==> config.mk <==
export PLATFORM = sky130hd
export DESIGN_NAME = sync_fifo_ovw
export DESIGN_NICKNAME = d
export VERILOG_FILES = /design/src/rtl/fifo_pkg.sv /design/src/rtl/fifo_mem.sv /design/src/rtl/sync_fifo_ovw_chk.sv /design/src/rtl/sync_fifo_ovw.sv
export SDC_FILE = /design/constraint.sdc
export NUM_CORES = 1
export LEC_CHECK = 0
export CORE_MARGIN = 2
export CORE_UTILIZATION = 50
export DETAILED_ROUTE_END_ITERATION = 12
export PLACE_DENSITY_LB_ADDON = 0.12
export SKIP_LAST_GASP = 1
export SYNTH_ARGS = -nofsm -noshare
export SYNTH_HDL_FRONTEND = slang
export SYNTH_HIERARCHICAL = 1
export SYNTH_SLANG_ARGS = --single-unit
==> constraint.sdc <==
create_clock -name clk -period 9 [get_ports clk]
set_input_delay 2.7 -clock clk [delete_from_list [all_inputs] [get_ports clk]]
set_output_delay 2.7 -clock clk [all_outputs]
set_load 0.01 [all_outputs]
==> src/rtl/fifo_pkg.sv <==
// Shared constants and helpers for the overwrite-capable synchronous FIFO.
package fifo_pkg;

    localparam int unsigned MAX_WIDTH = 1024;
    localparam logic [MAX_WIDTH-1:0] EMPTY_VALUE_ALL_ONES = '1;

    // Where rd_data currently comes from; lets rd_data hold without a second data register.
    typedef enum logic [1:0] {
        RD_SRC_RESET = 2'd0,
        RD_SRC_MEM   = 2'd1,
        RD_SRC_EMPTY = 2'd2
    } rd_src_e;

    function automatic int unsigned ptr_inc(input int unsigned ptr, input int unsigned depth);
        if (ptr >= depth - 32'd1) begin
            return 32'd0;
        end else begin
            return ptr + 32'd1;
        end
    endfunction

    function automatic int unsigned cnt_width(input int unsigned depth);
        return $clog2(depth + 32'd1);
    endfunction

endpackage

==> src/rtl/fifo_mem.sv <==
// WIDTH x DEPTH storage: synchronous write port, registered read-first read port, no reset.
module fifo_mem #(
    parameter int unsigned WIDTH = 32,
    parameter int unsigned DEPTH = 16,
    localparam int unsigned AW = (DEPTH > 1) ? $clog2(DEPTH) : 1
) (
    input  logic             clk,
    input  logic             we,
    input  logic [AW-1:0]    waddr,
    input  logic [WIDTH-1:0] wdata,
    input  logic             re,
    input  logic [AW-1:0]    raddr,
    output logic [WIDTH-1:0] rdata
);

    logic [WIDTH-1:0] mem_q [DEPTH];
    logic [WIDTH-1:0] rdata_q;

    // Read-first: a pop and a push to the same slot (full FIFO) returns the old word.
    always_ff @(posedge clk) begin
        if (we) begin
            mem_q[waddr] <= wdata;
        end
        if (re) begin
            rdata_q <= mem_q[raddr];
        end
    end

    assign rdata = rdata_q;

endmodule

==> src/rtl/sync_fifo_ovw_chk.sv <==
// Simulation-only invariants on the FIFO control state.
module sync_fifo_ovw_chk #(
    parameter int unsigned DEPTH = 16,
    parameter int unsigned CW    = 5,
    parameter int unsigned PW    = 4
) (
    input logic          clk,
    input logic          reset,
    input logic [CW-1:0] count,
    input logic [PW-1:0] wr_ptr,
    input logic [PW-1:0] rd_ptr
);

    a_count_bound: assert property (@(posedge clk) disable iff (!reset) count <= CW'(DEPTH));
    a_wr_ptr_bound: assert property (@(posedge clk) disable iff (!reset) wr_ptr <= PW'(DEPTH - 1));
    a_rd_ptr_bound: assert property (@(posedge clk) disable iff (!reset) rd_ptr <= PW'(DEPTH - 1));

endmodule

==> src/rtl/sync_fifo_ovw.sv <==
// Single-clock circular FIFO with selectable full policy, registered read handshake,
// occupancy/threshold flags, flush and sticky error flags.
module sync_fifo_ovw
    import fifo_pkg::*;
#(
    parameter int unsigned     WIDTH       = 32,
    parameter int unsigned     DEPTH       = 16,
    parameter bit              OVERWRITE   = 1'b1,
    parameter int unsigned     AF_LEVEL    = DEPTH - 2,
    parameter int unsigned     AE_LEVEL    = 1,
    parameter logic [WIDTH-1:0] EMPTY_VALUE = EMPTY_VALUE_ALL_ONES[WIDTH-1:0],
    localparam int unsigned    CW          = cnt_width(DEPTH)
) (
    input  logic             clk,
    input  logic             reset,
    input  logic             flush,
    input  logic             wr_en,
    input  logic [WIDTH-1:0] wr_data,
    input  logic             rd_en,
    output logic [WIDTH-1:0] rd_data,
    output logic             rd_valid,
    output logic [CW-1:0]    count,
    output logic             empty,
    output logic             full,
    output logic             almost_empty,
    output logic             almost_full,
    output logic             overflow,
    output logic             underflow,
    input  logic             clr_err
);

    localparam int unsigned PW = (DEPTH > 1) ? $clog2(DEPTH) : 1;

    logic [PW-1:0]    wr_ptr_q, wr_ptr_d;
    logic [PW-1:0]    rd_ptr_q, rd_ptr_d;
    logic [CW-1:0]    count_q, count_d;
    logic             rd_valid_q, rd_valid_d;
    logic             overflow_q, overflow_d;
    logic             underflow_q, underflow_d;
    rd_src_e          rd_src_q, rd_src_d;

    logic             is_empty_s, is_full_s;
    logic             pop_s, grow_s, ovf_set_s, unf_set_s;
    logic             mem_we_s, mem_re_s;
    logic [WIDTH-1:0] mem_rdata_s;

    // Next-state for pointers, occupancy, read handshake and error flags.
    always_comb begin
        is_empty_s  = (count_q == CW'(0));
        is_full_s   = (count_q == CW'(DEPTH));
        wr_ptr_d    = wr_ptr_q;
        rd_ptr_d    = rd_ptr_q;
        count_d     = count_q;
        rd_src_d    = rd_src_q;
        rd_valid_d  = 1'b0;
        pop_s       = 1'b0;
        grow_s      = 1'b0;
        ovf_set_s   = 1'b0;
        unf_set_s   = 1'b0;
        mem_we_s    = 1'b0;
        mem_re_s    = 1'b0;

        if (flush) begin
            wr_ptr_d = '0;
            rd_ptr_d = '0;
            count_d  = '0;
        end else begin
            if (rd_en) begin
                if (is_empty_s) begin
                    rd_src_d  = RD_SRC_EMPTY;
                    unf_set_s = 1'b1;
                end else begin
                    pop_s      = 1'b1;
                    mem_re_s   = 1'b1;
                    rd_src_d   = RD_SRC_MEM;
                    rd_valid_d = 1'b1;
                    rd_ptr_d   = PW'(ptr_inc(32'(rd_ptr_q), DEPTH));
                end
            end else begin
                rd_src_d = rd_src_q;
            end

            // A concurrent pop always frees a slot, so only a lone write can hit a full FIFO.
            if (wr_en) begin
                if (!is_full_s || pop_s) begin
                    mem_we_s = 1'b1;
                    grow_s   = 1'b1;
                    wr_ptr_d = PW'(ptr_inc(32'(wr_ptr_q), DEPTH));
                end else if (OVERWRITE) begin
                    mem_we_s  = 1'b1;
                    ovf_set_s = 1'b1;
                    wr_ptr_d  = PW'(ptr_inc(32'(wr_ptr_q), DEPTH));
                    rd_ptr_d  = PW'(ptr_inc(32'(rd_ptr_q), DEPTH));
                end else begin
                    ovf_set_s = 1'b1;
                end
            end else begin
                mem_we_s = 1'b0;
            end

            if (grow_s && !pop_s) begin
                count_d = count_q + CW'(1);
            end else if (pop_s && !grow_s) begin
                count_d = count_q - CW'(1);
            end else begin
                count_d = count_q;
            end
        end

        overflow_d  = (clr_err ? 1'b0 : overflow_q)  | ovf_set_s;
        underflow_d = (clr_err ? 1'b0 : underflow_q) | unf_set_s;
    end

    // Control state register.
    always_ff @(posedge clk or negedge reset) begin
        if (!reset) begin
            wr_ptr_q    <= '0;
            rd_ptr_q    <= '0;
            count_q     <= '0;
            rd_valid_q  <= 1'b0;
            overflow_q  <= 1'b0;
            underflow_q <= 1'b0;
            rd_src_q    <= RD_SRC_RESET;
        end else begin
            wr_ptr_q    <= wr_ptr_d;
            rd_ptr_q    <= rd_ptr_d;
            count_q     <= count_d;
            rd_valid_q  <= rd_valid_d;
            overflow_q  <= overflow_d;
            underflow_q <= underflow_d;
            rd_src_q    <= rd_src_d;
        end
    end

    fifo_mem #(
        .WIDTH (WIDTH),
        .DEPTH (DEPTH)
    ) u_mem (
        .clk   (clk),
        .we    (mem_we_s),
        .waddr (wr_ptr_q),
        .wdata (wr_data),
        .re    (mem_re_s),
        .raddr (rd_ptr_q),
        .rdata (mem_rdata_s)
    );

    // Output data select between registered sources.
    always_comb begin
        case (rd_src_q)
            RD_SRC_MEM:   rd_data = mem_rdata_s;
            RD_SRC_EMPTY: rd_data = EMPTY_VALUE;
            default:      rd_data = '0;
        endcase
    end

    assign rd_valid     = rd_valid_q;
    assign count        = count_q;
    assign empty        = (count_q == CW'(0));
    assign full         = (count_q == CW'(DEPTH));
    assign almost_empty = (count_q <= CW'(AE_LEVEL));
    assign almost_full  = (count_q >= CW'(AF_LEVEL));
    assign overflow     = overflow_q;
    assign underflow    = underflow_q;

    sync_fifo_ovw_chk #(
        .DEPTH (DEPTH),
        .CW    (CW),
        .PW    (PW)
    ) u_chk (
        .clk    (clk),
        .reset  (reset),
        .count  (count_q),
        .wr_ptr (wr_ptr_q),
        .rd_ptr (rd_ptr_q)
    );

endmodule

==> impl_metrics.toml, run 1 <==
[outcome]
status = "completed"

[detailed_routing]
drc = 0
viasPerCell = 5.94
vias = 10430
wl_per_cell_um = 26.6
drt_iter0_markers = 922
drtAntennaViolNets = 0
first_pass_iters = 5
drt-total-wl_um = 46700

[synth]
ys_seq_area_frac = 0.777
yosys_warnings = 6
synth.top_cells.by_area = "edfxtp_1, mux4_2, a22oi_1"
yosys.area.top_type = "edfxtp_1"
synth_area_per_cell_um2 = 21.0
synth_cells = 1027
syn_nets = 1074
synth-async-reset-ratio = 0.0320
ys_seq_elements = 562
synth_edf_count = 544
synth_top_area_share = 0.756
synth_area_um2 = 21600
synth_ff_type = "edfxtp_1"
synth_cell_types = 43

[setup_path]
cp.required_ps = 6300
arrival_ps = 2800
cp_max_fo = 32
r2r_cells = 5
startpoint_type = "flip-flop"
crit_type = "reg -> out"
cp-end-kind = "output pin"

[die]
initial_core_util = 0.504
rows = 76
chipHeight_um = 212
coreArea_um2 = 42900
dieArea_um2 = 44900
fp.dieW_um = 212
ios = 82

[power]
p_comb_frac = 0.235
power_frac_seq = 0.438
p_per_area_nw_per_um2 = 279
pwr-share-clk = 0.327
p_leak_nw = 7.74
p_switching_mw = 1.84
netSwitchingFraction = 0.265
intPower_mw = 5.12
ir_drop_mv = 0.307

[timing]
fmax_mhz = 182
rsz0062_at_grt = "false"
finClkSkew_ps = 11.6
slew_violations = 0
fin_crit_ps = 5500
finalHoldViolCount = 0
fin_crit_sh = 0.611
worst_slew_pin_slew_ps = 1250
tns_ps = 0
setup_violations = 0
slew-limit-headroom = 0.165
setup_slack_ps = 3500

[run]
cap_violations = 0

[clock_network]
clkTransAtPathRegs_ps = 60
clockRootBuffer = "clkbuf_16"
post_cts_buffers = 0
cts_buffer_depth = 3
numCtsBuffers = 56
hold_buffers = 0
cts.repair.resized = 0
clk_latency_ps = 580
numClockSinks = 562
cts_tree = "built"
cts_max_level = 2

[final_layout]
fillers = 3135
area_growth_pct = 15.6
final_nets = 1174
final_layout_size_suffix_gt1_frac = 0.219

[place]
place_congestion = 0.831
dp_hpwl_um = 26900
io_buffers = 81
place_ws_ps = 2950

[global_route]
gr-usage-all-layers = 0.214
grt_antenna_before_repair = 1
grt_max_degree = 53
grt_overflow = 0
grt_pass1_wl_um = 68600
grt_pass1_vias = 10456

[min_path]
hold_depth = 1
min_path_type = "reg -> reg"
worst max-delay path, stage by stage, from the launching register on:
cell,delay [ps]
dfrtp_1,380
inv_1,80
ha_2,780
a21oi_1,160
nor2_1,220
clkdlybuf4s50_1,580
area by class of cell:
| class | count | area [um^2] | share of cell area |
|---|---|---|---|
| clock inverter | 29 | 313 | 0.0125 |
| multi-input combinational | 397 | 4660 | 0.187 |
| inverter | 11 | 46.3 | 0.00185 |
| tap | 585 | 732 | 0.0293 |
| clock buffer | 70 | 1480 | 0.0591 |
| antenna | 2 | 5.00 | 0.000200 |
| sequential | 562 | 16800 | 0.672 |
| timing repair buffer | 99 | 946 | 0.0379 |
kinds of logic after synthesis:
kind of cell	Yosys count	synth area share
buf+inv	68	0.0141
compound gates	121	0.0386
simple gates	131	0.0279
xor+xnor	2	0.000811
flops	562	0.777
fa+ha+maj	9	0.00521
mux	134	0.136
stage by stage:
step	hold slack [ps]	utilization	instances	area (um^2)	power, mW
after global routing	534	0.582	1753	25000	7.25
final	504	0.582	1755	25000	6.96
after CTS	508	0.582	1753	25000	7.05
after floorplan	531	-	1027	21600	4.16
after detailed placement	495	0.540	1654	23200	4.77
after global placement	490	0.540	1654	23200	4.76
Yosys cell counts (2+ instances only):
library cell	number
nand3b_1	2
nor2b_1	6
nand2b_1	3
nand3_1	3
nand2_1	41
a311o_1	2
nor4_1	2
and2_1	2
nor3_1	6
o21ai_0	6
o32ai_1	2
or3_1	2
a22oi_1	65
buf_2	9
mux4_2	128
buf_4	9
a21oi_1	37
buf_1	10
nor2_1	56
mux2i_1	2
dfrtp_1	18
o211ai_1	3
inv_1	10
xor2_1	2
clkbuf_1	29
ha_1	9
mux2_2	4
edfxtp_1	544
routing by layer:
metal,vias to the layer above,wire length (um),part of all wire,track usage
met5,-,0,0,0
met2,332,22100,0.47,0.331
met3,60,3030,0.065,0.0343
met1,5576,20700,0.44,0.322
met4,0,899,0.019,0.0580
li1,4462,-,-,-
state kept, by name, summed over array words and instances, names as in the netlist:
name / cells
wr_ptr_q: 4
rd_src_q: 2
overflow: 1
u_mem/rdata: 32
rd_ptr_q: 4
u_mem/mem_q: 512
rd_valid: 1
count: 5
underflow: 1
cell usage in the layout (no fill, tap or decap), types with 3 or more instances in the layout:
cell type	instances
a21oi_1	37
a22oi_1	65
buf_4	18
bufinv_16	7
clkbuf_1	13
clkbuf_16	57
clkdlybuf4s50_1	81
clkinv_1	12
clkinv_2	7
clkinvlp_4	3
dfrtp_1	16
edfxtp_1	544
ha_1	7
inv_1	10
mux2_2	4
mux4_2	128
nand2_1	41
nand2b_1	3
nand3_1	3
nor2_1	42
nor2_4	15
nor2b_1	4
nor3_2	4
o211ai_1	3
o21ai_0	6
worst paths after layout:
| path | startpoint | endpoint | slack, ps |
|---|---|---|---|
| worst max-delay path | rd_src_q[1]$_DFFE_PN0P_ | rd_data[17] | 3500 |
| worst min-delay path | overflow$_DFF_PN0_ | overflow$_DFF_PN0_ | 500 |
| worst max register to register | rd_ptr_q[0]$_DFF_PN0_ | u_mem/rdata[20]$_DFFE_PP_ | 5360 |
| worst min register to register | overflow$_DFF_PN0_ | overflow$_DFF_PN0_ | 500 |
| max in group asynchronous | reset | rd_ptr_q[0]$_DFF_PN0_ | 5690 |
| min in group asynchronous | reset | count[1]$_DFFE_PN0P_ | 2640 |
power by group through the flow:
| stage | clock [mW] | sequential (mW) | combinational, mW |
|---|---|---|---|
| floorplan | 0 | 3.04 | 1.11 |
| global placement | 0 | 3.10 | 1.66 |
| detailed placement | 0 | 3.11 | 1.67 |
| CTS | 2.33 | 3.05 | 1.67 |
| global route | 2.42 | 3.06 | 1.77 |
| finish | 2.28 | 3.05 | 1.64 |
No activity file was read; power rests on OpenSTA's default activity.
==> inputs of run 2 (changes only) <==
Clock period 9 ns to 5.24 ns, I/O delays scaled along.
==> run 2 against run 1 <==
Against the previous run:
- combinational power rose by 65%
- non-clock buffer count rose by 12
- register-to-register slack got worse by 2900 ps
- total power rose by 69%
- sequential cell count did not move
- cell count rose by 0.68%
- clock-buffer cell count fell by 1
- clock skew fell by 1.7 ps
- die area did not move
- largest cell class unchanged
==> impl_metrics.toml, run 2 (synthesized netlist as in run 1, its figures left out) <==
[outcome]
status = "completed"

[setup_path]
startpoint_type = "flip-flop"
cp.required_ps = 3670
worst_path_largest_cell_delay_ps = 800
cpMaxStageDelayCell = "ha_2"
crit_family = "adder cells"
arrival_ps = 2770
path_cells = "inv_1, ha_2, a21oi_1, nor2_1, clkdlybuf4s50_1"
crit_type = "reg -> out"
path_buf_inv = 2
cp-end-kind = "output pin"
cp_max_fo = 32

[detailed_routing]
vias = 10353
viasPerCell = 5.86
first_pass_iters = 5
drt_iter0_markers = 810
wl_per_cell_um = 25.9
drt-total-wl_um = 45800
drtAntennaViolNets = 0
drc = 0

[die]
fp.dieW_um = 212
initial_core_util = 0.504
dieArea_um2 = 44900
coreArea_um2 = 42900
rows = 76
ios = 82
chipHeight_um = 212

[final_layout]
n_antenna_cell = 0
largest_reg_flops = 512
final_nets = 1186
top_register = "u_mem/mem_q"
final_cells = 1767
seq_area_um2 = 16800
fillers = 3155
fin_area_um2 = 25100
layout_common_cells = "edfxtp_1, mux4_2, clkdlybuf4s50_1"
final_layout_size_suffix_gt1_frac = 0.230
multi_input_area_um2 = 4670
area_growth_pct = 16.1
final_common_cell = "edfxtp_1"

[global_route]
grt.busiest_layer = "met2"
met1_usage = 0.310
grt_max_degree = 61
gr-usage-all-layers = 0.212
grt_use_met3 = 0.0300
grt_antenna_before_repair = 0
grt_overflow = 0
grt_pass1_vias = 10498
grt_pass1_wl_um = 68600
grt_use_met2 = 0.340

[timing]
worst_slew_pin_slew_ps = 1120
fin_crit_ps = 4350
tns_ps = 0
finClkSkew_ps = 9.89
fmax_mhz = 230
finalHoldViolCount = 0
rsz0062_at_grt = "false"
setup_violations = 0
fin_crit_sh = 0.829
slew_violations = 0
slew-limit-headroom = 0.250
setup_slack_ps = 895

[clock_network]
numCtsBuffers = 56
clk_latency_ps = 590
numClockSinks = 562
clockRootBuffer = "clkbuf_16"
cts_max_level = 2
cts_buffer_depth = 3
clkTransAtPathRegs_ps = 60
post_cts_buffers = 0
hold_buffers = 0
cts_tree = "built"
cts.repair.resized = 0

[place]
place_congestion = 0.736
dp_cells = 1666
place_area_um2 = 23400
place_ws_ps = 917
io_buffers = 81
dp_hpwl_um = 24700

[power]
ir_drop_mv = 0.289
p_per_area_nw_per_um2 = 470
p_leak_nw = 7.82

[min_path]
min_path_type = "reg -> reg"

[run]
cap_violations = 0
## run 2: cell count changes in the layout (fill, tap and decap cells not counted)
cell,change
clkinvlp_4,-3
diode_2,-2
nor3_2,-1
clkinv_1,+3
clkbuf_8,+4
clkinv_4,+1
bufinv_16,-4
buf_12,+7
clkinv_2,+6
nor3_4,+1
buf_4,+5
clkbuf_1,-5
## run 2: metrics by stage
stage	hold slack, ps	utilization	power (mW)
finish	519	0.585	11.8
CTS	526	0.585	11.9
global placement	495	0.545	8.13
floorplan	531	-	7.14
global route	542	0.585	12.3
detailed placement	517	0.545	8.15
## run 2: worst min-delay path, stage by stage, from the launching register on
cell,delay (ps)
dfrtp_1,370
inv_1,50
o21ai_0,60
## run 2: final timing paths
kind | startpoint | slack [ps] | cells after the start | end
worst max-delay path | rd_src_q[1]$_DFFE_PN0P_ | 890 | 5 | rd_data[27]
worst min-delay path | underflow$_DFF_PN0_ | 520 | 2 | underflow$_DFF_PN0_
worst max register to register | rd_ptr_q[1]$_DFF_PN0_ | 2460 | 4 | u_mem/rdata[5]$_DFFE_PP_
worst min register to register | underflow$_DFF_PN0_ | 520 | 2 | underflow$_DFF_PN0_
max in group asynchronous | reset | 3100 | 1 | rd_ptr_q[1]$_DFF_PN0_
min in group asynchronous | reset | 1490 | 1 | rd_ptr_q[2]$_DFF_PN0_
## run 2: where the power goes
group	switching, mW	internal [mW]
Sequential	0.218	5.08
Combinational	1.30	1.40
Clock	1.61	2.17
Total	3.13	8.66
## run 2: routing by layer
| metal | vias to the layer above | part of all wire |
|---|---|---|
| met5 | - | 0 |
| met4 | 0 | 0.016 |
| met3 | 54 | 0.048 |
| met2 | 278 | 0.48 |
| met1 | 5532 | 0.45 |
| li1 | 4489 | - |
## run 2: final cells by class
class	count	area share
Clock buffer	69	0.0602
Timing Repair Buffer	111	0.0448
Multi-Input combinational cell	397	0.186
Sequential cell	562	0.669
Clock inverter	32	0.00877
Inverter	11	0.00184
Tap cell	585	0.0292
